`src/rtl/rf_writeback.sv`:
```
// Register-file write port arbiter: merges the ALU stream with a FIFO of
// slow-unit results and publishes which registers still have queued writes.
module rf_writeback #(
  parameter int DEPTH        = 4,
  parameter int STARVE_LIMIT = 3
) (
  input  logic        clk,
  input  logic        reset,
  input  logic        alu_valid,
  input  logic [4:0]  alu_rd,
  input  logic [31:0] alu_data,
  output logic        alu_stall,
  input  logic        slow_valid,
  output logic        slow_ready,
  input  logic [4:0]  slow_rd,
  input  logic [31:0] slow_data,
  output logic        rf_we,
  output logic [4:0]  rf_rw,
  output logic [31:0] rf_w,
  output logic [31:0] pending
);

  localparam int AW = (DEPTH > 1) ? $clog2(DEPTH) : 1;
  localparam int CW = AW + 1;

  logic [4:0]    rd_q  [DEPTH];
  logic [31:0]   dat_q [DEPTH];
  logic [AW-1:0] wptr_q, rptr_q;
  logic [CW-1:0] cnt_q, cnt_d;
  logic [3:0]    starve_q, starve_d;
  logic          we_q, we_d;
  logic [4:0]    rw_q, rw_d;
  logic [31:0]   w_q, w_d;

  logic full, nonempty, push, pop, alu_win;
  logic [31:0] pend_c;

  assign full       = (cnt_q == CW'(DEPTH));
  assign nonempty   = (cnt_q != '0);
  assign slow_ready = !full;
  // r0 writes complete the handshake but are dropped
  assign push       = slow_valid && slow_ready && (slow_rd != 5'd0);
  assign alu_stall  = alu_valid && nonempty &&
                      (starve_q == 4'(STARVE_LIMIT));
  assign alu_win    = alu_valid && !alu_stall;

  always_comb begin
    pop  = 1'b0;
    we_d = 1'b0;
    rw_d = rw_q;
    w_d  = w_q;
    if (alu_win) begin
      we_d = (alu_rd != 5'd0);
      rw_d = alu_rd;
      w_d  = alu_data;
    end else if (nonempty) begin
      pop  = 1'b1;
      we_d = 1'b1;
      rw_d = rd_q[rptr_q];
      w_d  = dat_q[rptr_q];
    end
  end

  always_comb begin
    cnt_d    = cnt_q + CW'(push) - CW'(pop);
    starve_d = starve_q;
    if (!nonempty || pop)
      starve_d = 4'd0;
    else if (alu_win && starve_q != 4'(STARVE_LIMIT))
      starve_d = starve_q + 4'd1;
  end

  // Entry i is live when its distance from the read pointer is below count
  always_comb begin
    logic [AW-1:0] off;
    pend_c = '0;
    for (int i = 0; i < DEPTH; i++) begin
      off = AW'(i) - rptr_q;
      if ({1'b0, off} < cnt_q)
        pend_c[rd_q[i]] = 1'b1;
    end
  end

  always_ff @(posedge clk) begin
    if (push) begin
      rd_q[wptr_q]  <= slow_rd;
      dat_q[wptr_q] <= slow_data;
    end
  end

  always_ff @(posedge clk or posedge reset) begin
    if (reset) begin
      wptr_q   <= '0;
      rptr_q   <= '0;
      cnt_q    <= '0;
      starve_q <= '0;
      we_q     <= 1'b0;
      rw_q     <= '0;
      w_q      <= '0;
    end else begin
      if (push) wptr_q <= wptr_q + AW'(1);
      if (pop)  rptr_q <= rptr_q + AW'(1);
      cnt_q    <= cnt_d;
      starve_q <= starve_d;
      we_q     <= we_d;
      rw_q     <= rw_d;
      w_q      <= w_d;
    end
  end

  assign rf_we   = we_q;
  assign rf_rw   = rw_q;
  assign rf_w    = w_q;
  assign pending = pend_c;

endmodule

```
`config.mk`:
```
export PLATFORM = sky130hd
export DESIGN_NAME = rf_writeback
export DESIGN_NICKNAME = d
export VERILOG_FILES = /design/src/rtl/rf_writeback.sv
export SDC_FILE = /design/constraint.sdc
export NUM_CORES = 1
export LEC_CHECK = 0
export CORE_ASPECT_RATIO = 1.75
export CORE_MARGIN = 3
export CORE_UTILIZATION = 30
export CTS_BUF_LIST = sky130_fd_sc_hd__clkbuf_8
export CTS_CLUSTER_DIAMETER = 60
export CTS_CLUSTER_SIZE = 14
export DETAILED_ROUTE_END_ITERATION = 10
export SYNTH_ARGS = -nofsm -noshare
export SYNTH_HDL_FRONTEND = slang
export SYNTH_SLANG_ARGS = --single-unit
```
`constraint.sdc`:
```
create_clock -name clk -period 3.6 [get_ports clk]
set_input_delay 0.72 -clock clk [delete_from_list [all_inputs] [get_ports clk]]
set_output_delay 0.72 -clock clk [all_outputs]
set_load 0.03 [all_outputs]
```
==> results of run 1 <==
-- worst reg2reg max path, delay by kind of cell, from the launching register on --
kind	cells	cell delay, ns
buffers and inverters	1	0.04
adder cells (fa/ha/maj)	3	0.90
AND/OR/NAND/NOR	1	0.65
XOR/XNOR	1	0.14
AO/OA/AOI/OAI	1	0.24
flip-flops	1	0.59
-- layer usage --
| metal | global-route usage | vias to the layer above | share of wire |
|---|---|---|---|
| li1 | - | 2863 | - |
| met1 | 0.1704 | 3168 | 0.36 |
| met2 | 0.2885 | 252 | 0.56 |
| met3 | 0.02945 | 48 | 0.049 |
| met4 | 0.05872 | 2 | 0.027 |
| met5 | 0 | - | 0.00044 |
-- cells in the final DEF, fill, tap and decap left out, types with 4 or more instances in the layout --
master / instances
and3_1: 4
a31oi_1: 13
clkbuf_8: 17
nor2_1: 32
inv_6: 4
inv_8: 6
ha_1: 11
o22ai_1: 24
mux4_2: 37
clkinvlp_4: 4
or2_2: 4
and3b_1: 4
a2111oi_4: 5
nor3b_1: 7
buf_4: 43
and2_2: 4
clkdlybuf4s50_1: 116
dfrtp_1: 46
edfxtp_1: 148
o221ai_2: 9
a22oi_1: 24
buf_12: 14
nand2_1: 72
a32oi_1: 8
a21oi_1: 49
inv_1: 12
nor2b_1: 6
nand3_1: 10
o221ai_1: 22
xnor2_1: 5
-- cell families after synthesis --
family,after synthesis
buffers and inverters,49
adder cells (fa/ha/maj),12
AND/OR/NAND/NOR,173
AO/OA/AOI/OAI,165
XOR/XNOR,8
flip-flops,197
multiplexers,38
-- flip-flops by register name (all words and copies together), names as in the netlist --
register and count:
cnt_q 3, dat_q 128, rd_q 20, rf_rw 5
rf_w 32, rf_we 1, rptr_q 2, starve_q 4
wptr_q 2
-- through the flow --
step	area, um2	hold WS (ns)
after global placement	11140	0.4620
after detailed placement	11140	0.4655
final	11660	0.4743
after global routing	11660	0.4929
after CTS	11550	0.4791
after floorplan	9070	0.4319
-- layout make-up --
type	count	area (um2)
Fill cell	2800	17930
Sequential cell	197	5674
Multi-Input combinational cell	396	3283
Timing Repair Buffer	177	1802
Tap cell	382	478.0
Clock buffer	17	234.0
Clock inverter	15	137.6
Inverter	13	52.55
Antenna cell	1	2.502
-- final timing paths --
path                                    startpoint                      end  slack, ns  depth (start not counted)
setup / recovery             rptr_q[0]$_DFFE_PP0P_              pending[29]       0.07                          8
hold / removal             starve_q[0]$_DFFE_PP0P_  starve_q[0]$_DFFE_PP0P_       0.47                          1
setup reg to reg                cnt_q[2]$_DFF_PP0_       cnt_q[2]$_DFF_PP0_       0.95                          7
hold reg to reg            starve_q[0]$_DFFE_PP0P_  starve_q[0]$_DFFE_PP0P_       0.47                          1
max in group asynchronous                    reset     rf_w[15]$_DFFE_PP0P_       2.10                          3
min in group asynchronous                    reset     rf_w[19]$_DFFE_PP0P_       0.74                          2
-- what timing repair did --
item,4_1_cts,5_1_grt
pin swaps,5,1
gates resized for setup,7,15
setup buffers,4,4
endpoints found under the setup margin,32,30
endpoints found under the hold margin,0,0
-- where the power goes --
group	switching [mW]	internal (mW)
logic	2.50	1.77
clock network	0.843	0.512
registers	0.340	3.08
total	3.69	5.35
==> out/results.txt, run 1 <==
Power Total: 9.042 mW
Max FO, Critical Path: 8
skew final: 0.01615 ns
mux cell area share after synthesis: 0.09312
data required time of the worst path: 2.88 ns
pwr/cell area: 775.2 nW/um2
Setup violations, final: 0
CTS clk-pin slew, worst paths: 0.10 ns
RSZ-0062 raised after global routing: yes
minimum clock period: 3.529 ns
YS warnings: 0
clock sink count: 197
crit path cell chain: xnor2_1 > inv_1 > ha_1 > nor2b_4 > a21oi_4 > nand3_2 > o221ai_1 > buf_12
Gate Count Post-Synth: 642
CP max stage delay: 0.46 ns
synthesis-stage register bit count: 197
Hold Buf Count CTS: 0
Netlist cell types: 52
initial antenna violation count: 2
DRC Markers: 0
Post-synth EDFFs: 148
gr usage total: 0.1553
routed vias: 6333
Arr. time, crit path: 2.81 ns
Startpoint Class: register
setup ws final: 0.07107 ns
core box area: 29600 um2
IO Port Bufs: 149
Bufs and invs on worst path: 2
post-place setup slack: 0.2149 ns
Top FF cell, synth: edfxtp_1
Die Ht: 236.0 um
CP endpoint kind: primary output
Finished Layout Cells: 1198
Synth area leaders: edfxtp_1, dfrtp_1, mux4_2, o221ai_1, nand2_1
fin nets: 892
final hold viol count: 0
post-synthesis sequential area ratio: 0.6252
ys async rst share: 0.2487
Syn-to-layout area delta: 28.60%
layout cells sized above 1: 0.2110
Hold Crit Class: reg2reg
worst slew pin tran: 1.098 ns
Leak: 4.026 nW
Max VDD drop: 0.3454 mV
CTS tree: built
site row count: 83
Inserted Clock Buffers: 17
Pins Over Slew Limit: 0
simple-gate area share of the yosys netlist: 0.09657
vias per cell: 5.286
Remaining Overflow, GRT: 0
Compound-Gate Fraction of Synth Area: 0.1363
post-synthesis xor/xnor area fraction: 0.007725
First-pass DRT Iterations: 5
count leader, synth: edfxtp_1
final period utilization: 0.9803
area leader, netlist: edfxtp_1
WL/cell: 20.88 um
Final ANT Viol Nets: 0
top cells by count, synth: edfxtp_1, nand2_1, a21oi_1, dfrtp_1, mux4_2
main combinational cell family by area after synthesis: compound AO/OA/AOI/OAI gates
final core occ: 0.3941
Die ar.: 32440 um2
fmax: 283.4 MHz
clk_lat worst skew: 0.48 ns
adder-cell share of the synthesized area: 0.01738
drt first-iter violations: 334
Yosys top cell area share: 0.4900
status: completed
CTS Buffer Depth: 2
Initial Utilization: 0.3064
syn nets: 732
I/O Pins: 150
max_slew headroom: 0.2682
Syn Area/Cell: 14.13 um2
Die Width: 137.4 um
Worst Setup Path Type: reg2out
post-route setup TNS: 0 ns
WL final: 25.01 mm
Top delay family on crit path: compound AO/OA/AOI/OAI gates
CTS HTree Levels: 4
area of the mapped netlist: 9070 um2
first-pass GRT wire length: 37.56 mm
clk root buf: clkbuf_8
post-placement cell count: 1157
vias in the first global route: 6472
pin count of the biggest net entering global routing: 40
MaxCap Viol Count: 0
slowest cell on the critical path: dfrtp_2
dpl hpwl: 17.20 mm
GP Congestion: 0.8953
Note: power is estimated with default switching activity, not from simulation.
==> inputs of run 2 (changes only) <==
- CAP_MARGIN: not set -> 20
==> out/results.txt, run 2 (synthesis gave the netlist of run 1 again) <==
fillcell total: 2794 (was 2800)
Hold Buf Count CTS: 0 (unchanged)
Remaining Overflow, GRT: 0 (unchanged)
layout cells sized above 1: 0.2139 (was 0.2110)
pwr/cell area: 773.6 nW/um2 (was 775.2 nW/um2)
max reg flops: 128 (unchanged)
vias in the first global route: 6472 (unchanged)
register area: 5674 um2 (unchanged)
WL final: 24.92 mm (was 25.01 mm)
routed vias: 6346 (was 6333)
Critical Path Start: rptr_q[0]$_DFFE_PP0P_ (unchanged)
Power Total: 9.070 mW (was 9.042 mW)
skew final: 0.01586 ns (was 0.01615 ns)
clk root buf: clkbuf_8 (unchanged)
Syn-to-layout area delta: 29.26% (was 28.60%)
CTS HTree Levels: 4 (unchanged)
IO Port Bufs: 149 (unchanged)
dpl hpwl: 17.20 mm (unchanged)
data required time of the worst path: 2.88 ns (about the same)
most common cell after layout, fill and taps aside: edfxtp_1 (unchanged)
final hold viol count: 0 (unchanged)
RSZ-0062 raised after global routing: yes (unchanged)
initial antenna violation count: 2 (unchanged)
Inserted Clock Buffers: 17 (unchanged)
final period utilization: 0.9810 (was 0.9803)
CTS clk-pin slew, worst paths: 0.10 ns (about the same)
Final ANT Viol Nets: 0 (unchanged)
fin nets: 895 (was 892)
Pins Over Slew Limit: 0 (unchanged)
fmax: 283.2 MHz (was 283.4 MHz)
Leak: 4.051 nW (was 4.026 nW)
I/O Pins: 150 (unchanged)
DRC Markers: 0 (unchanged)
RR Startpoint: cnt_q[2]$_DFF_PP0_ (unchanged)
Die Width: 137.4 um (unchanged)
CP endpoint kind: primary output (unchanged)
Die Ht: 236.0 um (unchanged)
status: completed (unchanged)
gr usage total: 0.1553 (unchanged)
worst slew pin tran: 1.062 ns (was 1.098 ns)
WL/cell: 20.75 um (was 20.88 um)
setup ws final: 0.06852 ns (was 0.07107 ns)
First-pass DRT Iterations: 5 (unchanged)
Die ar.: 32440 um2 (unchanged)
Arr. time, crit path: 2.81 ns (about the same)
final core occ: 0.3961 (was 0.3941)
post-place setup slack: 0.2149 ns (unchanged)
vias per cell: 5.284 (was 5.286)
CTS tree: built (unchanged)
first-pass GRT wire length: 37.56 mm (unchanged)
max_slew headroom: 0.2921 (was 0.2682)
Max FO, Critical Path: 8 (unchanged)
area used by multi-input combinational logic: 3283 um2 (unchanged)
clk_lat worst skew: 0.48 ns (about the same)
drt first-iter violations: 381 (was 334)
MaxCap Viol Count: 0 (unchanged)
Hold Crit Class: reg2reg (unchanged)
site row count: 83 (unchanged)
Startpoint Class: register (unchanged)
GP Congestion: 0.8953 (unchanged)
pin count of the biggest net entering global routing: 40 (unchanged)
Initial Utilization: 0.3064 (unchanged)
most frequent cells in the layout: edfxtp_1, clkdlybuf4s50_1, nand2_1 (unchanged)
Max VDD drop: 0.3459 mV (was 0.3454 mV)
clock sink count: 197 (unchanged)
CTS Buffer Depth: 2 (unchanged)
Worst Setup Path Type: reg2out (unchanged)
minimum clock period: 3.531 ns (was 3.529 ns)
Setup violations, final: 0 (unchanged)
core box area: 29600 um2 (unchanged)
final hold slack: 0.4749 ns (was 0.4743 ns)
HP Start: starve_q[0]$_DFFE_PP0P_ (unchanged)
Biggest register: dat_q (unchanged)
## run 2: cell types whose count changed in the layout (fill, tap and decap cells not counted), sizes merged
cell	previous run	this run
buf	58	61
## run 2: path summary, 6_finish.rpt
kind / end / slack, ns / cells after the start
worst max-delay path: pending[29] / 0.07 / 8
worst min-delay path: starve_q[0]$_DFFE_PP0P_ / 0.47 / 1
worst max register to register: cnt_q[2]$_DFF_PP0_ / 0.95 / 7
worst min register to register: starve_q[0]$_DFFE_PP0P_ / 0.47 / 1
max in group asynchronous: rf_w[15]$_DFFE_PP0P_ / 2.09 / 3
min in group asynchronous: rf_w[19]$_DFFE_PP0P_ / 0.74 / 2
## run 2: worst max-delay path, cell delays in order, from the launching register on
cell      delay [ns]
dfrtp_2         0.46
xnor2_1         0.24
inv_1           0.07
ha_1            0.28
nor2b_4         0.15
a21oi_4         0.27
nand3_2         0.28
o221ai_1        0.42
buf_12          0.17
## run 2: final cells by class
class | count | share of cell area
clock inverters | 15 | 0.01174
well taps | 382 | 0.04077
inverters | 13 | 0.004482
flip-flops and latches | 197 | 0.4840
multi-input cells | 396 | 0.2800
clock buffers | 17 | 0.01996
diodes | 1 | 0.0002134
repair buffers | 180 | 0.1588
## run 2: power by group
part	leakage [nW]	internal, mW	switching, mW	total (mW)
combinational	1.94	1.80	2.51	4.31
sequential	1.93	3.07	0.336	3.40
clock	0.187	0.511	0.839	1.35
## run 2: what timing repair did
| action | CTS | global route |
|---|---|---|
| endpoints found under the setup margin | 32 | 30 |
| resized for setup | 7 | 15 |
| buffers inserted | 4 | 4 |
| pin swaps | 5 | 1 |
## run 2: metrics by stage
step	TNS [ns]	instances	cell area, um2
2_1_floorplan	0	642	9070
3_3_place_gp	0	1157	11140
3_5_place_dp	0	1157	11140
4_1_cts	0	1193	11550
5_1_grt	-0.9971	1201	11720
6_report	0	1201	11720
## run 2: per-layer routing
| metal | GRT usage | share of wire |
|---|---|---|
| met5 | 0 | 0.00044 |
| met4 | 0.05872 | 0.028 |
| met3 | 0.02945 | 0.049 |
| met2 | 0.2885 | 0.56 |
| met1 | 0.1704 | 0.36 |
==> inputs of run 3 (changes only) <==
--- a/config.mk
+++ b/config.mk
@@ -8,5 +8,5 @@
 export CAP_MARGIN = 20
 export CORE_ASPECT_RATIO = 1.75
-export CORE_MARGIN = 3
+export CORE_MARGIN = 10
 export CORE_UTILIZATION = 30
 export CTS_BUF_LIST = sky130_fd_sc_hd__clkbuf_8
==> constraint.sdc (replaced) <==
create_clock -name clk -period 3.6 [get_ports clk]
set_input_delay 0.72 -clock clk [delete_from_list [all_inputs] [get_ports clk]]
set_output_delay 0.72 -clock clk [all_outputs]
set_load 0.05 [all_outputs]
==> out/results.txt, run 3 (synthesis gave the netlist of run 1 again) <==
clock sink count: 197 (unchanged)
MaxCap Viol Count: 0 (unchanged)
Arr. time, crit path: 2.73 ns (was 2.81 ns)
gr usage total: 0.1388 (was 0.1553)
routed vias: 6291 (was 6346)
IO Port Bufs: 149 (unchanged)
I/O Pins: 150 (unchanged)
GP Congestion: 0.8906 (was 0.8953)
site row count: 84 (was 83)
clk root buf: clkbuf_8 (unchanged)
max reg flops: 128 (unchanged)
final hold viol count: 0 (unchanged)
Remaining Overflow, GRT: 0 (unchanged)
clk_lat worst skew: 0.47 ns (was 0.48 ns)
Max FO, Critical Path: 8 (unchanged)
WL/cell: 21.91 um (was 20.75 um)
most frequent cells in the layout: edfxtp_1, clkdlybuf4s50_1, nand2_1 (unchanged)
Final ANT Viol Nets: 0 (unchanged)
crit path cell chain: xnor2_2 > inv_1 > ha_1 > nor2b_2 > a2111oi_4 > buf_4 > a22oi_1 > o221ai_1 > buf_12 (was xnor2_1 > inv_1 > ha_1 > nor2b_4 > a21oi_4 > nand3_2 > o221ai_1 > buf_12)
Startpoint Class: register (unchanged)
CP endpoint kind: primary output (unchanged)
Initial Utilization: 0.3028 (was 0.3064)
Setup violations, final: 0 (unchanged)
vias in the first global route: 6483 (was 6472)
WL final: 26.29 mm (was 24.92 mm)
pin count of the biggest net entering global routing: 42 (was 40)
status: completed (unchanged)
layout cells sized above 1: 0.2037 (was 0.2139)
skew final: 0.01702 ns (was 0.01586 ns)
worst slew pin tran: 1.074 ns (was 1.062 ns)
Leak: 4.048 nW (was 4.051 nW)
DP Area: 11250 um2 (was 11140 um2)
fmax: 289.8 MHz (was 283.2 MHz)
pwr/cell area: 812.3 nW/um2 (was 773.6 nW/um2)
Hold Buf Count CTS: 0 (unchanged)
final instance area: 11770 um2 (was 11720 um2)
Syn-to-layout area delta: 29.76% (was 29.26%)
HP Start: starve_q[0]$_DFFE_PP0P_ (unchanged)
slowest cell on the critical path: dfrtp_2 (unchanged)
CP max stage delay: 0.45 ns (was 0.46 ns)
vias per cell: 5.243 (was 5.284)
Die ar.: 37860 um2 (was 32440 um2)
final core occ: 0.3929 (was 0.3961)
DRC Markers: 0 (unchanged)
core box area: 29950 um2 (was 29600 um2)
minimum clock period: 3.450 ns (was 3.531 ns)
initial antenna violation count: 3 (was 2)
CTS HTree Levels: 4 (unchanged)
Worst Setup Path Type: reg2out (unchanged)
fin nets: 888 (was 895)
RSZ-0062 raised after global routing: no (was yes)
Max VDD drop: 0.3343 mV (was 0.3459 mV)
First-pass DRT Iterations: 5 (unchanged)
Power Total: 9.560 mW (was 9.070 mW)
CTS tree: built (unchanged)
Critical Path Start: rptr_q[0]$_DFFE_PP0P_ (unchanged)
final period utilization: 0.9584 (was 0.9810)
drt first-iter violations: 336 (was 381)
CTS Buffer Depth: 2 (unchanged)
Die Ht: 250.0 um (was 236.0 um)
first-pass GRT wire length: 39.58 mm (was 37.56 mm)
Inserted Clock Buffers: 17 (unchanged)
max_slew headroom: 0.2838 (was 0.2921)
Die Width: 151.4 um (was 137.4 um)
Hold Crit Class: reg2reg (unchanged)
dpl hpwl: 18.36 mm (was 17.20 mm)
RR Startpoint: starve_q[0]$_DFFE_PP0P_ (was cnt_q[2]$_DFF_PP0_)
post-route setup TNS: 0 ns (unchanged)
most common cell after layout, fill and taps aside: edfxtp_1 (unchanged)
data required time of the worst path: 2.88 ns (about the same)
Pins Over Slew Limit: 0 (unchanged)
CTS clk-pin slew, worst paths: 0.10 ns (about the same)
Biggest register: dat_q (unchanged)
-- run 3: worst max-delay path, delay by kind of cell (launching register included) --
family,cells,cell delay [ns]
buffers and inverters,3,0.48
xor gates and xnor gates,1,0.20
AOI/OAI and AO/OA,3,0.66
adders and majority gates,1,0.27
and+or+nand+nor,1,0.19
DFF,1,0.45
-- run 3: power by group --
group | switching [mW] | internal, mW | leakage [nW]
Clock | 0.774 | 0.551 | 0.185
Combinational | 2.96 | 1.84 | 1.94
Sequential | 0.368 | 3.07 | 1.93
Total | 4.10 | 5.46 | 4.05
-- run 3: area by class of cell --
class,instances,area [um2]
fillers,2833,18180
flip-flops and latches,197,5674
multi-input cells,396,3243
repair buffers,173,1952
well taps,387,484.2
clock buffers,17,234.0
clock inverters,14,125.1
inverters,13,48.80
diodes,3,7.507
-- run 3: stage by stage --
step,instances,hold slack [ns],worst slack (ns)
CTS,1193,0.4681,0.008233
global route,1200,0.4931,0.007319
detailed placement,1158,0.4523,0.2138
floorplan,642,0.4319,0.02055
finish,1200,0.4731,0.1497
global placement,1157,0.4473,0.2518
-- run 3: worst paths after layout --
check	slack (ns)	depth (start not counted)	to
setup / recovery	0.15	9	pending[6]
hold / removal	0.47	1	starve_q[0]$_DFFE_PP0P_
setup reg to reg	1.16	7	cnt_q[1]$_DFF_PP0_
hold reg to reg	0.47	1	starve_q[0]$_DFFE_PP0P_
max in group asynchronous	2.26	3	cnt_q[1]$_DFF_PP0_
min in group asynchronous	0.59	2	rf_w[8]$_DFFE_PP0P_
-- run 3: timing repair --
| action | CTS | global route |
|---|---|---|
| setup buffers | 4 | 2 |
| setup endpoints to repair | 32 | 31 |
| gates cloned | 0 | 0 |
| resized for setup | 6 | 8 |
| pin swaps | 4 | 0 |
-- run 3: layer usage --
layer,vias to the layer above,track usage,part of all wire
li1,2859,-,-
met1,3176,0.1480,0.37
met2,226,0.2554,0.56
met3,30,0.02863,0.049
met4,0,0.05548,0.023
met5,-,0,0
